==> src/rtl/itof_arb_pkg.sv <==
// Shared types and the round-robin pick used by the itof arbiter and
// other shared FPU units.
package itof_arb_pkg;

    localparam int NREQ_DEF   = 4;
    localparam int NSTAGE_DEF = 3;

    // Owner ids are sized for the largest supported requester count (8).
    localparam int ID_W = 3;
    typedef logic [ID_W-1:0] id_t;
    localparam id_t ID_ONE = 3'd1;

    typedef struct packed {
        logic v;
        id_t  id;
    } tag_t;

    // One-hot winner: first set bit of req searching upward from ptr, modulo n.
    function automatic logic [7:0] rr_pick(input logic [7:0] req, input id_t ptr, input int n);
        logic [7:0] pick;
        logic       found;
        int         idx;
        pick  = 8'h00;
        found = 1'b0;
        for (int j = 0; j < 8; j++) begin
            idx = int'(ptr) + j;
            if (idx >= n) begin
                idx = idx - n;
            end else begin
                idx = idx;
            end
            if ((j < n) && !found && req[3'(idx)]) begin
                pick[3'(idx)] = 1'b1;
                found         = 1'b1;
            end else begin
                found = found;
            end
        end
        return pick;
    endfunction

endpackage

==> src/rtl/itof_arbiter_rr_arb.sv <==
// Round-robin arbiter: combinational one-hot grant plus a pointer that
// advances past the winner only when a grant is actually made.
module rr_arb
    import itof_arb_pkg::*;
#(
    parameter int NREQ = NREQ_DEF
) (
    input  logic            clk,
    input  logic            rstn,
    input  logic            en,
    input  logic [NREQ-1:0] req,
    output logic [NREQ-1:0] grant,
    output id_t             grant_id
);

    id_t  ptr_r;
    id_t  ptr_nxt_s;
    logic xfer_s;

    // Grant selection, masked by the issue enable.
    always_comb begin
        grant = NREQ'(rr_pick(8'(req), ptr_r, NREQ)) & {NREQ{en}};
    end

    // Encode the one-hot grant; at most one bit is ever set.
    always_comb begin
        grant_id = '0;
        for (int i = 0; i < NREQ; i++) begin
            grant_id = grant_id | (grant[i] ? id_t'(i) : '0);
        end
    end

    // Pointer successor: winner + 1 modulo NREQ.
    always_comb begin
        xfer_s    = |grant;
        ptr_nxt_s = (grant_id == id_t'(NREQ - 1)) ? '0 : grant_id + ID_ONE;
    end

    // Pointer register; holds when nothing is granted.
    always_ff @(posedge clk or negedge rstn) begin
        if (!rstn) begin
            ptr_r <= '0;
        end else if (xfer_s) begin
            ptr_r <= ptr_nxt_s;
        end else begin
            ptr_r <= ptr_r;
        end
    end

endmodule

==> src/rtl/itof_arbiter.sv <==
// Shares one fixed-latency itof converter among NREQ requesters; a tag
// pipeline tracks each in-flight operand's owner so results return one-hot.
module itof_arbiter
    import itof_arb_pkg::*;
#(
    parameter int NREQ   = NREQ_DEF,
    parameter int NSTAGE = NSTAGE_DEF
) (
    input  logic                          clk,
    input  logic                          rstn,
    input  logic                          en,
    input  logic [NREQ-1:0]               req_valid,
    input  logic [NREQ*32-1:0]            req_data,
    output logic [NREQ-1:0]               req_ready,
    output logic [31:0]                   fpu_x,
    input  logic [31:0]                   fpu_y,
    output logic [NREQ-1:0]               resp_valid,
    output logic [31:0]                   resp_data,
    output logic                          busy,
    output logic [$clog2(NSTAGE+1):0]     inflight
);

    localparam int IW = $clog2(NSTAGE + 1) + 1;
    localparam logic [NREQ-1:0] OH_ONE = {{(NREQ-1){1'b0}}, 1'b1};

    logic [NREQ-1:0] grant_s;
    id_t             grant_id_s;
    logic            xfer_s;
    logic [31:0]     sel_data_s;
    tag_t            tag_in_s;
    tag_t            tag_r [NSTAGE];
    logic [31:0]     fpu_x_r;
    logic [NREQ-1:0] resp_nxt_s;
    logic [NREQ-1:0] resp_valid_r;
    logic [31:0]     resp_data_r;
    logic [IW-1:0]   inflight_nxt_s;
    logic [IW-1:0]   inflight_r;
    logic            busy_r;

    rr_arb #(.NREQ(NREQ)) u_rr_arb (
        .clk      (clk),
        .rstn     (rstn),
        .en       (en),
        .req      (req_valid),
        .grant    (grant_s),
        .grant_id (grant_id_s)
    );

    // Operand mux driven by the one-hot grant.
    always_comb begin
        xfer_s     = |grant_s;
        sel_data_s = 32'h0000_0000;
        for (int i = 0; i < NREQ; i++) begin
            sel_data_s = sel_data_s | (grant_s[i] ? req_data[32*i +: 32] : 32'h0000_0000);
        end
    end

    // Next tag, response strobe and occupancy derived from current state.
    always_comb begin
        tag_in_s.v     = xfer_s;
        tag_in_s.id    = grant_id_s;
        resp_nxt_s     = tag_r[NSTAGE-1].v ? (OH_ONE << tag_r[NSTAGE-1].id) : '0;
        inflight_nxt_s = inflight_r + IW'(tag_in_s.v) - IW'(tag_r[NSTAGE-1].v);
    end

    // Issue register: fpu_x only moves on a transfer to avoid needless toggling.
    always_ff @(posedge clk or negedge rstn) begin
        if (!rstn) begin
            fpu_x_r <= 32'h0000_0000;
        end else if (xfer_s) begin
            fpu_x_r <= sel_data_s;
        end else begin
            fpu_x_r <= fpu_x_r;
        end
    end

    // Tag shift register, aligned stage-for-stage with the converter pipeline.
    always_ff @(posedge clk or negedge rstn) begin
        if (!rstn) begin
            for (int k = 0; k < NSTAGE; k++) begin
                tag_r[k] <= '0;
            end
        end else begin
            tag_r[0] <= tag_in_s;
            for (int k = 1; k < NSTAGE; k++) begin
                tag_r[k] <= tag_r[k-1];
            end
        end
    end

    // Response register: data captured only when an owned result arrives.
    always_ff @(posedge clk or negedge rstn) begin
        if (!rstn) begin
            resp_valid_r <= '0;
            resp_data_r  <= 32'h0000_0000;
        end else begin
            resp_valid_r <= resp_nxt_s;
            if (tag_r[NSTAGE-1].v) begin
                resp_data_r <= fpu_y;
            end else begin
                resp_data_r <= resp_data_r;
            end
        end
    end

    // Occupancy and busy, registered from their next-state values.
    always_ff @(posedge clk or negedge rstn) begin
        if (!rstn) begin
            inflight_r <= '0;
            busy_r     <= 1'b0;
        end else begin
            inflight_r <= inflight_nxt_s;
            busy_r     <= (inflight_nxt_s != '0) | (|resp_nxt_s);
        end
    end

    assign req_ready  = grant_s;
    assign fpu_x      = fpu_x_r;
    assign resp_valid = resp_valid_r;
    assign resp_data  = resp_data_r;
    assign busy       = busy_r;
    assign inflight   = inflight_r;

endmodule

==> config.mk <==
export PLATFORM = sky130hd
export DESIGN_NAME = itof_arbiter
export DESIGN_NICKNAME = d
export VERILOG_FILES = /design/src/rtl/itof_arb_pkg.sv /design/src/rtl/itof_arbiter_rr_arb.sv /design/src/rtl/itof_arbiter.sv
export SDC_FILE = /design/constraint.sdc
export NUM_CORES = 1
export LEC_CHECK = 0
export ABC_AREA = 0
export CORE_UTILIZATION = 25
export CTS_CLUSTER_DIAMETER = 80
export DETAILED_ROUTE_END_ITERATION = 7
export HOLD_SLACK_MARGIN = 0.02
export MAX_ROUTING_LAYER = met4
export PLACE_DENSITY_LB_ADDON = 0.3
export SYNTH_ARGS = -nofsm -noshare
export SYNTH_HDL_FRONTEND = slang
export SYNTH_SLANG_ARGS = --single-unit
==> constraint.sdc <==
create_clock -name clk -period 5.1 [get_ports clk]
set_input_delay 0.765 -clock clk [delete_from_list [all_inputs] [get_ports clk]]
set_output_delay 0.765 -clock clk [all_outputs]
set_load 0.05 [all_outputs]
==> out/results.tsv, run 1 <==
stage	metric	value	unit
run_status	status	completed	
min_path	hp-class	reg -> reg	
power	power_switching	2.37	mW
clock_network	cts_resized	0	
synth	syn-cell-area	4890	um2
clock_network	numCtsBuffers	9	
setup_path	worstPathMaxFanout	33	
clock_network	clock_latency	0.34	ns
setup_path	cp-start-kind	flop	
synth	yosysWarnings	0	
timing	final.min_clock_period	4.88	ns
setup_path	regToRegEndpoint	busy	
global_route	grt_pass1_wl	26400	um
floorplan	die_y	142	um
placement	portBuffers	242	
layout	layout-drive-gt1-share	16.8	%
power	power.internal	2.75	mW
floorplan	dieArea	20100	um2
min_path	hold_path_end	tag_r[7]	
setup_path	reg2reg_depth	16	
routing	wl	17900	um
timing	slew_headroom	24.2	%
setup_path	crit_type	reg -> out	
routing	drt_iter0_markers	182	
global_route	overflow	0	
setup_path	crit_arrival	4.11	ns
timing	tightest_slew	1.13	ns
timing	fin_worst_skew	0.00394	ns
power	pwr-share-comb	65.5	%
timing	hold_viol	0	
floorplan	io_pins	243	
placement	hpwl	12400	um
flow_run	max-cap-violations	0	
setup_path	cp.required	4.34	ns
power	p_leak	3.50	nW
floorplan	coreArea	19000	um2
global_route	grt_max_degree	84	
clock_network	post_cts_buffers	0	
layout	syn_to_final_growth	62.2	%
timing	maxSlewViolCount	0	
timing	timing.fmax	205	MHz
synth	syn_nets	606	
power	peakVddDrop	0.414	mV
setup_path	path_cells	inv_1, ha_1, mux4_2, nand3b_1, a21boi_4, nor3_4, inv_1, clkdlybuf4s50_1	
routing	routedWlPerCell	19.5	um
power	finalPower	5.12	mW
setup_path	timing.critical_path.mode_cell	inv_1	
global_route	grt_pass1_vias	4815	
floorplan	initial_utilization	25.8	%
power	p_seq_share	21.7	%
timing	setup_viol	0	
layout	fillCellCount	1804	
routing	vias	4595	
min_path	hp-start	tag_r[11]	
setup_path	worstReg2RegStart	u_rr_arb.ptr_r[0]	
power	sw_frac_of_total	46.3	%
clock_network	cts_max_level	3	
synth	ys_types	42	
layout	final_util	41.8	%
synth	ys_seq_elements	83	
routing	antenna_left	0	
layout	layout_commonest_cell	clkdlybuf4s50_1	
clock_network	clock_sinks	83	
routing	drcViolationCount	0	
setup_path	crit_buf_inv	3	
timing	layout_worst_path_cycle_share	95.7	%
min_path	min_path_cells	0	
synth	synth_area_per_cell	11.4	um2
clock_network	clkSlewWorstSetupHoldPaths	0.06	ns
floorplan	rows	50	
floorplan	die_width	142	um
routing	firstDrtPassIters	7	
clock_network	clock_path_buffers	2	
layout	seq_area	2080	um2
layout	final_nets	833	
layout	multi_input_area	2570	um2
layout	layout_common_cells	clkdlybuf4s50_1, o31ai_1, dfrtp_1	
clock_network	postCtsHoldBufs	0	
synth	netlist_instances	428	
setup_path	rrSetupSlack	0.34	ns
placement	place_congestion	0.912	
power	clockPowerShare	12.8	%
timing	rsz0062_at_grt	no	
timing	finalSetupTns	0	ns
layout	insertedDiodeCount	0	
global_route	grt_usage	17.7	%
setup_path	worstSetupEndpointType	primary output	
routing	viasPerCell	5.00	
power	power_density	646	nW/um2
setup_path	cpPeakStageDelay	0.85	ns
setup_path	critical-path-top-delay-family	buffers and inverters	
synth	yosysSeqAreaShare	42.5	%
clock_network	root_buffer	clkbuf_16	
setup_path	slowest_stage	a21boi_4	
global_route	antenna_found_initial	0	
clock_network	cts_tree	done	
[synth_stat cells]
library cell / number / area, um2
ha_1: 10 / 125
o2111ai_1: 32 / 280
and3b_1: 2 / 17.5
nand2b_1: 4 / 25.0
buf_1: 1 / 3.75
inv_1: 42 / 158
a21oi_2: 3 / 26.3
a21boi_1: 3 / 22.5
o311ai_1: 1 / 8.76
or3b_1: 1 / 8.76
nor2_1: 2 / 7.51
nand3b_1: 4 / 30.0
or2_2: 1 / 6.26
dfrtp_1: 83 / 2080
o21ai_4: 1 / 16.3
nand4_4: 1 / 21.3
clkbuf_1: 27 / 101
and3_1: 1 / 6.26
a221oi_1: 1 / 8.76
a21boi_2: 1 / 11.3
a31oi_1: 1 / 6.26
xnor2_1: 2 / 17.5
o31ai_1: 96 / 721
mux2_4: 28 / 420
inv_2: 1 / 3.75
o21ai_0: 1 / 5.00
nor3_1: 1 / 5.00
a221o_1: 1 / 10.0
buf_6: 3 / 33.8
mux2_1: 1 / 11.3
nand2_1: 14 / 52.6
o21ai_1: 1 / 5.00
mux2_2: 35 / 394
nand3b_2: 1 / 11.3
fa_1: 1 / 20.0
a2111o_1: 1 / 11.3
buf_2: 7 / 35.0
nor3b_1: 2 / 15.0
nor3_4: 2 / 32.5
or4_1: 1 / 7.51
nor3_2: 4 / 40.0
mux4_2: 3 / 67.6
[layout make-up]
type                    count  share of cell area [%]
repair buffers            252                    31.5
multi-input cells         266                    32.5
well taps                 260                    4.10
clock inverters             4                   0.647
inverters                  43                    2.04
flip-flops and latches     83                    26.2
clock buffers              11                    3.06
[worst max-delay path by stage]
| stage | slack [ns] | cells past startpoint | endpoint | from |
|---|---|---|---|---|
| after CTS | 0.16 | 8 | req_ready[1] | u_rr_arb.ptr_r[0] |
| after detailed placement | 0.05 | 15 | busy | req_valid[1] |
| after global placement | 0.22 | 15 | busy | req_valid[1] |
| after global routing | 0.009 | 8 | req_ready[0] | u_rr_arb.ptr_r[0] |
| after floorplan | 0.85 | 17 | busy | u_rr_arb.ptr_r[0] |
| final | 0.22 | 8 | req_ready[0] | u_rr_arb.ptr_r[0] |
[state kept, by name, summed over array words and instances, names as in the netlist]
name and flops:
busy 1, resp_data 32, u_rr_arb.ptr_r 2, resp_valid 4
inflight 3, tag_r 9, fpu_x 32
[worst register-to-register path: cells and delay by family, from the launching register on]
family / cells / cell delay, ns
fa+ha+maj: 4 / 1.17
mux: 1 / 0.56
flops: 1 / 0.51
simple gates: 4 / 0.90
xor+xnor: 2 / 0.28
compound gates: 1 / 0.85
buf+inv: 4 / 0.37
[per-layer routing]
metal	share of wire [%]	track usage [%]	up-vias
met4	2.3	7.70	0
met3	7.4	3.34	33
met2	47	28.5	257
met5	0	-	-
li1	-	-	2099
met1	43	21.7	2206
[cell families (layout without fill, tap and decap cells)]
| family | Yosys count | after routing | synth area share (%) |
|---|---|---|---|
| compound gates | 143 | 145 | 23.2 |
| xor+xnor | 2 | 2 | 0.358 |
| mux | 67 | 67 | 18.3 |
| simple gates | 41 | 41 | 5.86 |
| buf+inv | 81 | 310 | 6.86 |
| fa+ha+maj | 11 | 11 | 2.97 |
| flops | 83 | 83 | 42.5 |
[metrics by stage]
stage | area, um2 | hold WS (ns) | cells | worst slack [ns]
after global placement | 7610 | 0.333 | 902 | 0.221
after global routing | 7930 | 0.358 | 919 | 0.00926
final | 7930 | 0.348 | 919 | 0.221
after floorplan | 4890 | 0.331 | 428 | 0.851
after CTS | 7900 | 0.349 | 917 | 0.156
after detailed placement | 7610 | 0.335 | 902 | 0.0459
[power groups by stage]
stage | Combinational [mW] | Clock [mW] | Sequential [mW]
floorplan | 1.52 | 0 | 1.93
global placement | 3.29 | 0 | 1.11
detailed placement | 3.34 | 0 | 1.12
CTS | 3.34 | 0.682 | 1.12
global route | 3.55 | 0.709 | 1.15
finish | 3.35 | 0.653 | 1.11
Power figures use the tool's default switching activity.
==> inputs of run 2 (changes only) <==
--- a/config.mk
+++ b/config.mk
@@ -6,7 +6,7 @@
 export NUM_CORES = 1
 export LEC_CHECK = 0
 export ABC_AREA = 0
-export CORE_UTILIZATION = 25
+export CORE_UTILIZATION = 41
 export CTS_CLUSTER_DIAMETER = 80
 export DETAILED_ROUTE_END_ITERATION = 7
 export HOLD_SLACK_MARGIN = 0.02
==> run 2 against run 1 <==
The run now ends with design-rule violations left. Flip-flop and latch count stayed put. Highest routed layer unchanged. Global-route usage grew 9.1 points. Clock power rose by 8.9%. Largest power group unchanged. Critical path depth unchanged. Hold slack about the same. First-iteration DRC count rose by 70%. Die area decreased by 39%. Wire length is 12% lower. Design area is 1.7% lower.
==> out/results.tsv, run 2 (same netlist as run 1, synthesis figures left out) <==
stage	metric	value	unit	change
clock_network	clock_sinks	83		unchanged
timing	final.min_clock_period	4.88	ns	about the same
floorplan	dieArea	12400	um2	was 20100 um2
clock_network	postCtsHoldBufs	0		unchanged
setup_path	cp.required	4.34	ns	about the same
setup_path	crit_type	reg -> out		unchanged
setup_path	crit_start	u_rr_arb.ptr_r[0]		unchanged
clock_network	cts_tree	done		unchanged
run_status	violations	design-rule violations		
setup_path	reg2reg_depth	16		unchanged
global_route	grt_pass1_wl	25100	um	was 26400 um
placement	placed_cell_area	7460	um2	was 7610 um2
clock_network	clock_path_buffers	2		unchanged
layout	final_nets	831		was 833
layout	final_util	67.6	%	was 41.8%
routing	firstDrtPassIters	7		unchanged
timing	slew_headroom	27.4	%	was 24.2%
clock_network	root_buffer	clkbuf_16		unchanged
layout	seq_area	2080	um2	unchanged
layout	layout-drive-gt1-share	17.0	%	was 16.8%
routing	wl_met2	7620	um	was 8480 um
power	finalPower	5.12	mW	about the same
placement	pre_cts_ws	0.0884	ns	was 0.0459 ns
routing	routedWlPerCell	19.7	um	was 19.5 um
timing	setup_ws	0.221	ns	about the same
global_route	grt_max_degree	84		unchanged
setup_path	slowest_stage	a21boi_4		unchanged
power	power_density	658	nW/um2	was 646 nW/um2
routing	viasPerCell	5.77		was 5.00
placement	place_congestion	0.930		was 0.912
floorplan	coreArea	11500	um2	was 19000 um2
timing	maxSlewViolCount	0		unchanged
timing	finalSetupTns	0	ns	unchanged
setup_path	worstSetupEndpointType	primary output		unchanged
global_route	grt_pass1_vias	4867		was 4815
min_path	hp-class	reg -> reg		unchanged
setup_path	cpPeakStageDelay	0.83	ns	was 0.85 ns
routing	drcViolationCount	36		was 0
timing	tightest_slew	1.09	ns	was 1.13 ns
layout	layout_commonest_cell	clkdlybuf4s50_1		unchanged
floorplan	initial_utilization	42.4	%	was 25.8%
global_route	grt_usage	26.8	%	was 17.7%
timing	layout_worst_path_cycle_share	95.7	%	about the same
clock_network	cts_resized	0		unchanged
routing	antenna_left	0		unchanged
routing	dr.max_layer_used	met4		unchanged
setup_path	crit_end	req_ready[0]		unchanged
routing	wl_met3	1390	um	was 1330 um
timing	timing.fmax	205	MHz	about the same
floorplan	die_y	111	um	was 142 um
timing	setup_viol	0		unchanged
timing	rsz0062_at_grt	no		unchanged
setup_path	rrSetupSlack	0.35	ns	was 0.34 ns
setup_path	worstPathMaxFanout	33		unchanged
routing	drt-met1-wl	6250	um	was 7730 um
routing	vias	4626		was 4595
power	p_leak	3.52	nW	was 3.50 nW
flow_run	max-cap-violations	0		unchanged
clock_network	clock_latency	0.33	ns	was 0.34 ns
layout	layout_common_cells	clkdlybuf4s50_1, o31ai_1, dfrtp_1		unchanged
setup_path	timing.critical_path.mode_cell	inv_1		unchanged
layout	fillCellCount	864		was 1804
floorplan	rows	39		was 50
setup_path	crit_arrival	4.11	ns	about the same
clock_network	clkSlewWorstSetupHoldPaths	0.06	ns	about the same
setup_path	regToRegEndpoint	busy		unchanged
timing	fin_worst_skew	0.00363	ns	was 0.00394 ns
timing	hold_viol	0		unchanged
setup_path	worstReg2RegStart	u_rr_arb.ptr_r[0]		unchanged
placement	portBuffers	242		unchanged
run_status	status	finished with violations		was completed
routing	drt_iter0_markers	309		was 182
clock_network	numCtsBuffers	9		unchanged
floorplan	io_pins	243		unchanged
floorplan	die_width	111	um	was 142 um
clock_network	post_cts_buffers	0		unchanged
placement	hpwl	10900	um	was 12400 um
setup_path	cp-start-kind	flop		unchanged
routing	wl	15800	um	was 17900 um
global_route	overflow	0		unchanged
setup_path	path_cells	inv_1, ha_1, mux4_2, nand3b_1, a21boi_4, nor3_4, inv_1, clkdlybuf4s50_1		unchanged
power	peakVddDrop	0.326	mV	was 0.414 mV
layout	multi_input_area	2550	um2	was 2570 um2
clock_network	cts_max_level	3		unchanged
global_route	antenna_found_initial	1		was 0
layout	syn_to_final_growth	59.3	%	was 62.2%
layout	finalInstanceArea	7790	um2	was 7930 um2
-- run 2: cell count changes in the layout (fill, tap and decap cells not counted) --
| cell | change |
|---|---|
| clkdlybuf4s50_1 | -2 |
| bufinv_16 | +1 |
| a21boi_2 | -2 |
| buf_4 | +2 |
| clkinv_2 | -1 |
| inv_6 | +1 |
| diode_2 | +1 |
-- run 2: stage by stage --
stage / instances / hold WS (ns)
2_1_floorplan: 428 / 0.331
3_3_place_gp: 785 / 0.332
6_report: 802 / 0.348
5_1_grt: 802 / 0.362
4_1_cts: 801 / 0.349
3_5_place_dp: 785 / 0.335
-- run 2: report_power, final --
group	switching (mW)	internal, mW	total, mW
Sequential	0.160	0.953	1.11
Combinational	1.90	1.40	3.30
Clock	0.266	0.445	0.711
Total	2.32	2.80	5.12
-- run 2: worst min-delay path by stage --
stage / start / end / slack [ns] / cells past startpoint
floorplan: tag_r[4] / tag_r[0] / 0.33 / 0
global placement: tag_r[5] / tag_r[1] / 0.33 / 0
detailed placement: tag_r[4] / tag_r[0] / 0.33 / 0
CTS: tag_r[11] / tag_r[7] / 0.35 / 0
global route: tag_r[4] / tag_r[0] / 0.36 / 0
finish: tag_r[11] / tag_r[7] / 0.35 / 0
-- run 2: worst max-delay path: cells and delay by family (launching register included) --
family | cells | cell delay [ns]
AO/OA/AOI/OAI | 1 | 0.83
adder cells (fa/ha/maj) | 1 | 0.40
buffers and inverters | 3 | 1.13
flip-flops | 1 | 0.51
multiplexers | 1 | 0.54
AND/OR/NAND/NOR | 2 | 0.34
-- run 2: layout make-up --
cell class | instances | share of cell area (%)
repair buffers | 252 | 32.0
inverters | 43 | 2.07
well taps | 143 | 2.30
clock buffers | 11 | 3.12
clock inverters | 5 | 1.09
flip-flops and latches | 83 | 26.7
multi-input cells | 264 | 32.7
diodes | 1 | 0.0321
-- run 2: routing by layer --
layer  up-vias  track usage [%]
met1      2189             31.2
met2       297             44.1
li1       2092                -
met5         -                -
met3        48             5.85
met4         0             12.7
